<file path="src/rtl/dispatch_queue.sv">
// In-order dispatch buffer: holds decoded instructions, captures operands from the
// write-back bus, issues the head to its unit. Optional counters: DISPATCH_QUEUE_STATS_EN.
module dispatch_queue #(
  parameter int DEPTH     = 4,
  parameter int XLEN      = 32,
  parameter int TAG_W     = 6,
  parameter int NUM_UNITS = 9,
  parameter int UNIT_W    = 4,
  parameter int PAYLOAD_W = 64
) (
  input  logic                       clk,
  input  logic                       rstn,
  input  logic                       flush,
  input  logic                       enq_valid,
  output logic                       enq_ready,
  input  logic [UNIT_W-1:0]          enq_unit,
  input  logic [3*TAG_W-1:0]         enq_src_tag,
  input  logic [2:0]                 enq_src_rdy,
  input  logic [3*XLEN-1:0]          enq_src_val,
  input  logic [PAYLOAD_W-1:0]       enq_payload,
  input  logic                       wb_valid,
  input  logic [TAG_W-1:0]           wb_tag,
  input  logic [XLEN-1:0]            wb_data,
  input  logic [NUM_UNITS-1:0]       unit_ready,
  output logic                       iss_valid,
  output logic [NUM_UNITS-1:0]       iss_unit_en,
  output logic [3*XLEN-1:0]          iss_src_val,
  output logic [PAYLOAD_W-1:0]       iss_payload,
  output logic [$clog2(DEPTH):0]     count
`ifdef DISPATCH_QUEUE_STATS_EN
  ,
  output logic [31:0]                stall_operand_cnt,
  output logic [31:0]                stall_unit_cnt,
  output logic [31:0]                full_cnt
`endif
);

  localparam int PTR_W = $clog2(DEPTH);
  localparam int CNT_W = PTR_W + 1;
  localparam logic [CNT_W-1:0] FULL_CNT = CNT_W'(DEPTH);

  logic                 r_valid   [DEPTH];
  logic [UNIT_W-1:0]    r_unit    [DEPTH];
  logic [TAG_W-1:0]     r_tag     [DEPTH][3];
  logic [2:0]           r_rdy     [DEPTH];
  logic [XLEN-1:0]      r_val     [DEPTH][3];
  logic [PAYLOAD_W-1:0] r_payload [DEPTH];
  logic [PTR_W-1:0]     r_head;
  logic [PTR_W-1:0]     r_tail;
  logic [CNT_W-1:0]     r_count;

  logic                 w_head_eligible;
  logic                 w_unit_ok;
  logic [NUM_UNITS-1:0] w_unit_en;
  logic                 w_enq_fire;
  logic                 w_iss_fire;

  always_comb begin
    w_head_eligible = r_valid[r_head] && (&r_rdy[r_head]);
    w_unit_en       = '0;
    // Codes outside 1..NUM_UNITS are nops: never blocked, no enable.
    w_unit_ok       = 1'b1;
    for (int unsigned k = 0; k < NUM_UNITS; k++) begin
      if (r_unit[r_head] == UNIT_W'(k + 1)) begin
        w_unit_en[k] = 1'b1;
        w_unit_ok    = unit_ready[k];
      end
    end
    iss_valid   = w_head_eligible && w_unit_ok;
    iss_unit_en = iss_valid ? w_unit_en : '0;
    enq_ready   = rstn && (r_count != FULL_CNT) && !flush;
    for (int unsigned i = 0; i < 3; i++) begin
      iss_src_val[i*XLEN +: XLEN] = r_val[r_head][i];
    end
    iss_payload = r_payload[r_head];
    count       = r_count;
    w_enq_fire  = enq_valid && enq_ready;
    w_iss_fire  = iss_valid;
  end

  always_ff @(posedge clk or negedge rstn) begin
    if (!rstn) begin
      r_head  <= '0;
      r_tail  <= '0;
      r_count <= '0;
      for (int unsigned d = 0; d < DEPTH; d++) begin
        r_valid[d]   <= 1'b0;
        r_unit[d]    <= '0;
        r_rdy[d]     <= '0;
        r_payload[d] <= '0;
        for (int unsigned i = 0; i < 3; i++) begin
          r_tag[d][i] <= '0;
          r_val[d][i] <= '0;
        end
      end
    end else if (flush) begin
      r_head  <= '0;
      r_tail  <= '0;
      r_count <= '0;
      for (int unsigned d = 0; d < DEPTH; d++) begin
        r_valid[d] <= 1'b0;
      end
    end else begin
      for (int unsigned d = 0; d < DEPTH; d++) begin
        for (int unsigned i = 0; i < 3; i++) begin
          if (r_valid[d] && !r_rdy[d][i] && wb_valid && (r_tag[d][i] == wb_tag)) begin
            r_val[d][i] <= wb_data;
            r_rdy[d][i] <= 1'b1;
          end
        end
      end
      if (w_iss_fire) begin
        r_valid[r_head] <= 1'b0;
        r_head          <= r_head + PTR_W'(1);
      end
      // The tail slot is never valid here, so this cannot collide with the snoop above.
      if (w_enq_fire) begin
        r_valid[r_tail]   <= 1'b1;
        r_unit[r_tail]    <= enq_unit;
        r_payload[r_tail] <= enq_payload;
        for (int unsigned i = 0; i < 3; i++) begin
          r_tag[r_tail][i] <= enq_src_tag[i*TAG_W +: TAG_W];
          if (!enq_src_rdy[i] && wb_valid && (enq_src_tag[i*TAG_W +: TAG_W] == wb_tag)) begin
            r_val[r_tail][i] <= wb_data;
            r_rdy[r_tail][i] <= 1'b1;
          end else begin
            r_val[r_tail][i] <= enq_src_val[i*XLEN +: XLEN];
            r_rdy[r_tail][i] <= enq_src_rdy[i];
          end
        end
        r_tail <= r_tail + PTR_W'(1);
      end
      if (w_enq_fire && !w_iss_fire) begin
        r_count <= r_count + CNT_W'(1);
      end else if (!w_enq_fire && w_iss_fire) begin
        r_count <= r_count - CNT_W'(1);
      end
    end
  end

`ifdef DISPATCH_QUEUE_STATS_EN
  logic [31:0] r_stall_op;
  logic [31:0] r_stall_unit;
  logic [31:0] r_full;

  always_ff @(posedge clk or negedge rstn) begin
    if (!rstn) begin
      r_stall_op   <= '0;
      r_stall_unit <= '0;
      r_full       <= '0;
    end else begin
      if (r_valid[r_head] && !(&r_rdy[r_head]) && (r_stall_op != '1)) begin
        r_stall_op <= r_stall_op + 32'd1;
      end
      if (w_head_eligible && !w_unit_ok && (r_stall_unit != '1)) begin
        r_stall_unit <= r_stall_unit + 32'd1;
      end
      if ((r_count == FULL_CNT) && (r_full != '1)) begin
        r_full <= r_full + 32'd1;
      end
    end
  end

  assign stall_operand_cnt = r_stall_op;
  assign stall_unit_cnt    = r_stall_unit;
  assign full_cnt          = r_full;
`endif

endmodule

</file>
<file path="config.mk">
export PLATFORM = sky130hd
export DESIGN_NAME = dispatch_queue
export DESIGN_NICKNAME = d
export VERILOG_FILES = /design/src/rtl/dispatch_queue.sv
export SDC_FILE = /design/constraint.sdc
export NUM_CORES = 2
export LEC_CHECK = 0
export CAP_MARGIN = 10
export CORE_MARGIN = 5
export CORE_UTILIZATION = 52
export DETAILED_ROUTE_END_ITERATION = 10
export GPL_TIMING_DRIVEN = 1
export PLACE_DENSITY_LB_ADDON = 0.3
export SLEW_MARGIN = 0
export SYNTH_ARGS = -nofsm -noshare
export SYNTH_HDL_FRONTEND = slang
export SYNTH_SLANG_ARGS = --single-unit
</file>
<file path="constraint.sdc">
create_clock -name clk -period 3.38 [get_ports clk]
set_clock_uncertainty 0.1 [all_clocks]
set_input_delay 0.676 -clock clk [delete_from_list [all_inputs] [get_ports clk]]
set_output_delay 0.676 -clock clk [all_outputs]
set_load 0.01 [all_outputs]
</file>
After elaboration in Yosys (flattened, before gate mapping)
Index checks and enable logic that the tools add are counted.
{ "totals": {"in_bits": 237, "regBits": 751} }
{ "op_classes": {"n_reduce_logical": 74, "magnitude_cmp": 4, "addsub": 4, "n_mux": 149, "bitwise_logic": 9, "n_eq_ne": 25} }
{ "ops": {"columns": ["op", "n"], "rows": [
  ["two-way mux 384 bit", 8],
  ["bitwise mux 384 bit", 6],
  ["two-way mux 32 bit", 25],
  ["demux 96 bit (select 2 bit)", 3],
  ["two-way mux 96 bit", 3],
  ["bitwise mux 256 bit", 1],
  ["two-way mux 64 bit", 4],
  ["bitwise mux 72 bit", 3],
  ["binary-select mux 96 bit (select 2 bit)", 1],
  ["binary-select mux 64 bit (select 2 bit)", 1],
  ["demux 64 bit (select 2 bit)", 1],
  ["demux 18 bit (select 2 bit)", 3],
  ["two-way mux 12 bit", 9],
  ["equality test 6 bit", 15],
  ["logical AND 1 bit", 51],
  ["two-way mux 1 bit", 47],
  ["bitwise mux 12 bit", 3],
  ["OR 12 bit", 3],
  ["two-way mux 4 bit", 7],
  ["demux 3 bit (select 2 bit)", 3],
  ["zero test 1 bit", 18],
  ["two-way mux 18 bit", 1],
  ["two-way mux 3 bit", 6],
  ["bitwise mux 16 bit", 1],
  ["other kinds (27)", 42]
]} }

Depth between registers and ports, before layout
{ "depth": {"depth_word": 20, "mapped_depth": 13, "mapped_depth_nobuf": 11} }

Least setup slack after synthesis
Ideal clock, no wire load.
{ "synth_path": {"path_type": "register to register", "startpoint": "register r_head[0]", "endpoint": "register r_count[1], in the netlist count[1]", "path_slack_ns": -0.090, "arrival_time_ns": 3.304, "t_required_ns": 3.215, "path_stages_with_launch": 14, "synth_period_minus_slack_ns": 3.470, "cell_sequence": "dfrtp_1 -> buf_6 -> mux4_2 -> buf_6 -> mux2i_1 -> o22ai_1 -> a2111o_2 -> nand2_4 -> inv_2 -> nor2_2 -> fa_1 -> or3_1 -> a211o_1 -> nand2_1"} }
{ "synth_between": {"elab_chain_cells": 19, "word_cells_on_any_way": 37, "classes_between": "9 x eq/ne; 20 x mux; 1 x bitwise; 7 x reduce/logical"} }
{ "synth_rtl": {"columns": ["item", "line", "source"], "rows": [
  ["start, declared", "48", "logic [PTR_W-1:0] r_head;"],
  ["start signal, assigned", "114", "r_head <= r_head + PTR_W'(1);"],
  ["NOT 2 -> 3 bit (not written as such) (*)", "59, 64", null],
  ["binary-select mux 4 bit (select 2 bit)", "64", "if (r_unit[r_head] == UNIT_W'(k + 1)) begin"],
  ["two-way mux 4 bit (not written as such) (2 in a row)", "64", null],
  ["equality test 4 x 1 -> 1 bit", "64", null],
  ["two-way mux 1 bit (9 in a row)", "64", null],
  ["logical AND 1 bit (*)", "69", "iss_valid = w_head_eligible && w_unit_ok;"],
  ["via iss_valid", "25", "output logic iss_valid,"],
  ["zero test 1 bit", "133", "if (w_enq_fire && !w_iss_fire) begin"],
  ["logical AND 1 bit", "133", null],
  ["two-way mux 3 bit", "133", null],
  ["two-way mux 3 bit", "96", "end else if (flush) begin"],
  ["end signal, assigned", "134", "r_count <= r_count + CNT_W'(1);"],
  ["end signal, assigned", "136", "r_count <= r_count - CNT_W'(1);"],
  ["end, declared", "50", "logic [CNT_W-1:0] r_count;"]
]} }
Mark *: on every way through the listed nets, which the timed path passes. The rest lies on a longest branch. The select of a mux whose other input is x is not followed.
A chain may end at the register's enable or synchronous reset.

Final worst setup path
{ "layout_path": {"startpoint": "register r_head[0]", "endpoint": "output iss_valid"} }
{ "layout_between": {"elab_chain_cells": 15, "word_cells_on_any_way": 31, "classes_between": "9 x eq/ne; 18 x mux; 1 x bitwise; 3 x reduce/logical"} }
{ "layout_rtl": {"columns": ["item", "line"], "rows": [
  ["NOT 2 -> 3 bit (not written as such) (*)", "59, 64"],
  ["binary-select mux 4 bit (select 2 bit)", "64"],
  ["two-way mux 4 bit (not written as such) (2 in a row)", "64"],
  ["equality test 4 x 1 -> 1 bit", "64"],
  ["two-way mux 1 bit (9 in a row)", "64"],
  ["logical AND 1 bit (*)", "69"],
  ["end, declared", "25"]
]} }
Mark *: on every way between the ends. The rest lies on a longest branch, timed or not. The select of a mux whose other input is x is not followed.

==> run_results.csv <==
group,metric,value,unit
setup_path,worstSetupPathType,"flop to output pin",
sta,rsz0062_at_grt,"true",
sta,layout_min_cycle_time,3740,ps
global_routing,grt_first_pass_wirelength,193000,um
die,fp.coreArea,71200,um2
cts,h-tree-depth,3,
final_layout,nets,4324,
placement,place_area,43300,um2
yosys,synthDistinctLibCells,55,
cts,numCtsBuffers,80,
detailed_routing,vias_per_cell,6.27,
cts,cts_buffer_depth,3,
global_routing,grt-ovfl-total,0,
global_routing,grt_max_degree,169,
final_layout,fillers,5450,
setup_path,r2r_slack,-290,ps
final_layout,multi_input_area,17300,um2
yosys,synth_fp_nets,3951,
die,die_w,278,um
setup_path,cp-end-kind,"output pin",
die,die_h,278,um
yosys,netlist_top_cells_count,"1,199 x nand2_1, 751 x dfrtp_1, 225 x clkbuf_1, 221 x o2bb2ai_1, 166 x mux4_2",
hold_path,hold_class,"input port to async pin",
setup_path,cp_max_fo,6,
setup_path,critPathLaunchType,"flop",
sta,slew_headroom,17.7,%
placement,hpwl,74800,um
global_routing,antenna_found_initial,17,
yosys,syn_avg_cell_area,10.0,um2
outcome,status,"finished, violations left",
final_layout,syn_to_final_growth,25.6,%
yosys,synth.yosys.seq_area_share,50.5,%
setup_path,arrival,2960,ps
cts,cts_hold_buf,0,
yosys,yosysMostFrequentCell,"nand2_1",
die,die-area,77000,um2
detailed_routing,detail_route.wl_per_cell,24.8,um
yosys,yosysWarnings,0,
yosys,synth_edf_count,0,
die,start_util,52.2,%
cts,cts_sinks,751,
setup_path,crit_end,"iss_valid",
cts,cts.reportedPaths.clkPinSlew,60,ps
setup_path,worst_r2r_endpoint,"count[1]",
cts,cts_root_buf,"clkbuf_16",
setup_path,cp.required,2600,ps
yosys,synth_flop_cell,"dfrtp_1",
detailed_routing,ant_nets,0,
yosys,synth_top_area_share,50.5,%
placement,port_buffers,410,
sta,finalSetupViolations,83,
yosys,synth_area_leader_cell,"dfrtp_1",
final_layout,design_area,46800,um2
yosys,async_reset_ff_share,100,%
final_layout,drive_gt1_share,13.6,%
sta,hold_viol_final,0,
pwr,power,0.0258,W
yosys,syn-instance-count,3705,
global_routing,grt_pass1_vias,32200,
final_layout,seqCellArea,18800,um2
placement,gp_congestion,0.845,
yosys,ys_ff_latch,751,
setup_path,timing.critical_path.from,"r_head[0]",
yosys,synth.area.top_cells,"dfrtp_1 50%, nand2_1 12%, mux4_2 10%, o2bb2ai_1 5.2%, a2bb2oi_1 3.0%",
pwr,ir_drop,0.362,mV
cts,clk_latency,630,ps
yosys,syn_area,37200,um2
sta,fin_crit_sh,111,%
die,num_rows,98,
die,io_pins,411,
detailed_routing,first_pass_iters,6,
global_routing,gr-usage-all-layers,31.6,%
cts,cts_tree,"done",
flow_run,drv_cap,0,
outcome,violations,"negative setup slack",
sta,fmax,267,MHz
detailed_routing,routed_wl,126000,um
detailed_routing,vias,31900,
setup_path,worstRegToRegCells,14,
detailed_routing,drt_iter0_markers,3831,
pwr,p_per_area,552,nW/um2
sta,timing.final.ws_setup,-359,ps
sta,slew_viol_final,0,
sta,tightest_slew,1230,ps
pwr,power_leakage,21.4,nW
detailed_routing,drc_errors,0,
setup_path,rr_startpoint,"r_head[0]",
## area by class of cell
type | instances | area share (%)
sequential | 751 | 40.2
multi-input combinational | 2610 | 37.1
timing repair buffer | 623 | 14.6
clock buffer | 117 | 4.94
tap | 950 | 2.54
clock inverter | 17 | 0.466
inverter | 12 | 0.123
antenna | 12 | 0.0642
## per-stage QoR
step / setup TNS, ps / worst slack, ps / utilization (%) / std cells / hold WS, ps
after CTS: -24210 / -350 / 64.9 / 5051 / 111
after floorplan: -28.1 / -28.1 / - / 3705 / 280
after global routing: -14310 / -436 / 65.6 / 5091 / 135
after detailed placement: -2520 / -124 / 60.8 / 4901 / 357
after global placement: -394 / -86.5 / 60.8 / 4901 / 352
final: -8020 / -359 / 65.6 / 5092 / 86.3
## placed cells by master, fill, tap and decap left out, types with 9 or more instances in the layout
cell	n
xnor2_1	62
nor3_1	10
clkbuf_8	17
dfrtp_1	749
clkbuf_16	83
clkbuf_1	20
o21ai_0	91
buf_4	134
mux4_2	166
nand3_1	30
nor2_4	9
o2bb2ai_1	221
a2bb2oi_1	128
diode_2	12
a22oi_1	128
o22a_1	35
nand2_1	1195
o21ai_1	53
dlymetal6s2s_1	47
xor2_1	28
buf_12	57
a21oi_1	138
mux2i_1	65
inv_1	10
nor2_1	138
clkdlybuf4s50_1	345
## state kept, by name, summed over array words and instances, names as in the netlist
signal / count
r_tag: 72
r_head: 2
r_rdy: 12
r_val: 384
r_tail: 2
r_valid: 4
count: 3
r_unit: 16
r_payload: 256
## worst max-delay path, stage by stage (launching register included)
cell and delay, ps:
dfrtp_4 450, mux4_2 580, buf_12 160, mux2i_4 150
o22ai_2 100, a2111o_2 500, nand2_4 150, buf_6 120
inv_6 30, buf_6 110
## how the worst min path moves through the flow
stage                   startpoint              to  cells after the start  slack (ps)
global placement     r_payload[69]   r_payload[69]                      2         350
CTS                           rstn   r_payload[37]                      2         110
finish                        rstn   r_payload[37]                      2          90
global route                  rstn   r_payload[37]                      2         140
detailed placement  r_payload[102]  r_payload[102]                      2         360
floorplan                     rstn        count[0]                      0         280
## layer usage
metal | vias up | share of wire (%) | track usage (%)
li1 | 13800 | - | -
met1 | 16000 | 40 | 43.6
met2 | 1782 | 47 | 49.0
met3 | 328 | 9.4 | 6.74
met4 | 10 | 3.9 | 13.7
met5 | - | 0.052 | 0
## cells by family after synthesis
kind of cell	after synthesis	share of synthesized area (%)
AOI/OAI and AO/OA	823	16.1
xor gates and xnor gates	90	2.12
adders and majority gates	9	0.323
buffers and inverters	345	3.76
DFF	751	50.5
muxes	237	12.0
and+or+nand+nor	1450	15.3
## timing repair
action | in CTS | in global routing
buffers inserted | 9 | 26
gates cloned | 7 | 3
pin swaps | 8 | 10
setup endpoints to repair | 167 | 166
resized for setup | 80 | 68
## power by group
part | switching, W | internal, W | leakage, nW
logic | 0.00262 | 0.00291 | 10.4
clock network | 0.00373 | 0.00497 | 1.24
registers | 0.000944 | 0.0106 | 9.81
total | 0.00730 | 0.0185 | 21.4
Note: power is estimated with default switching activity, not from simulation.
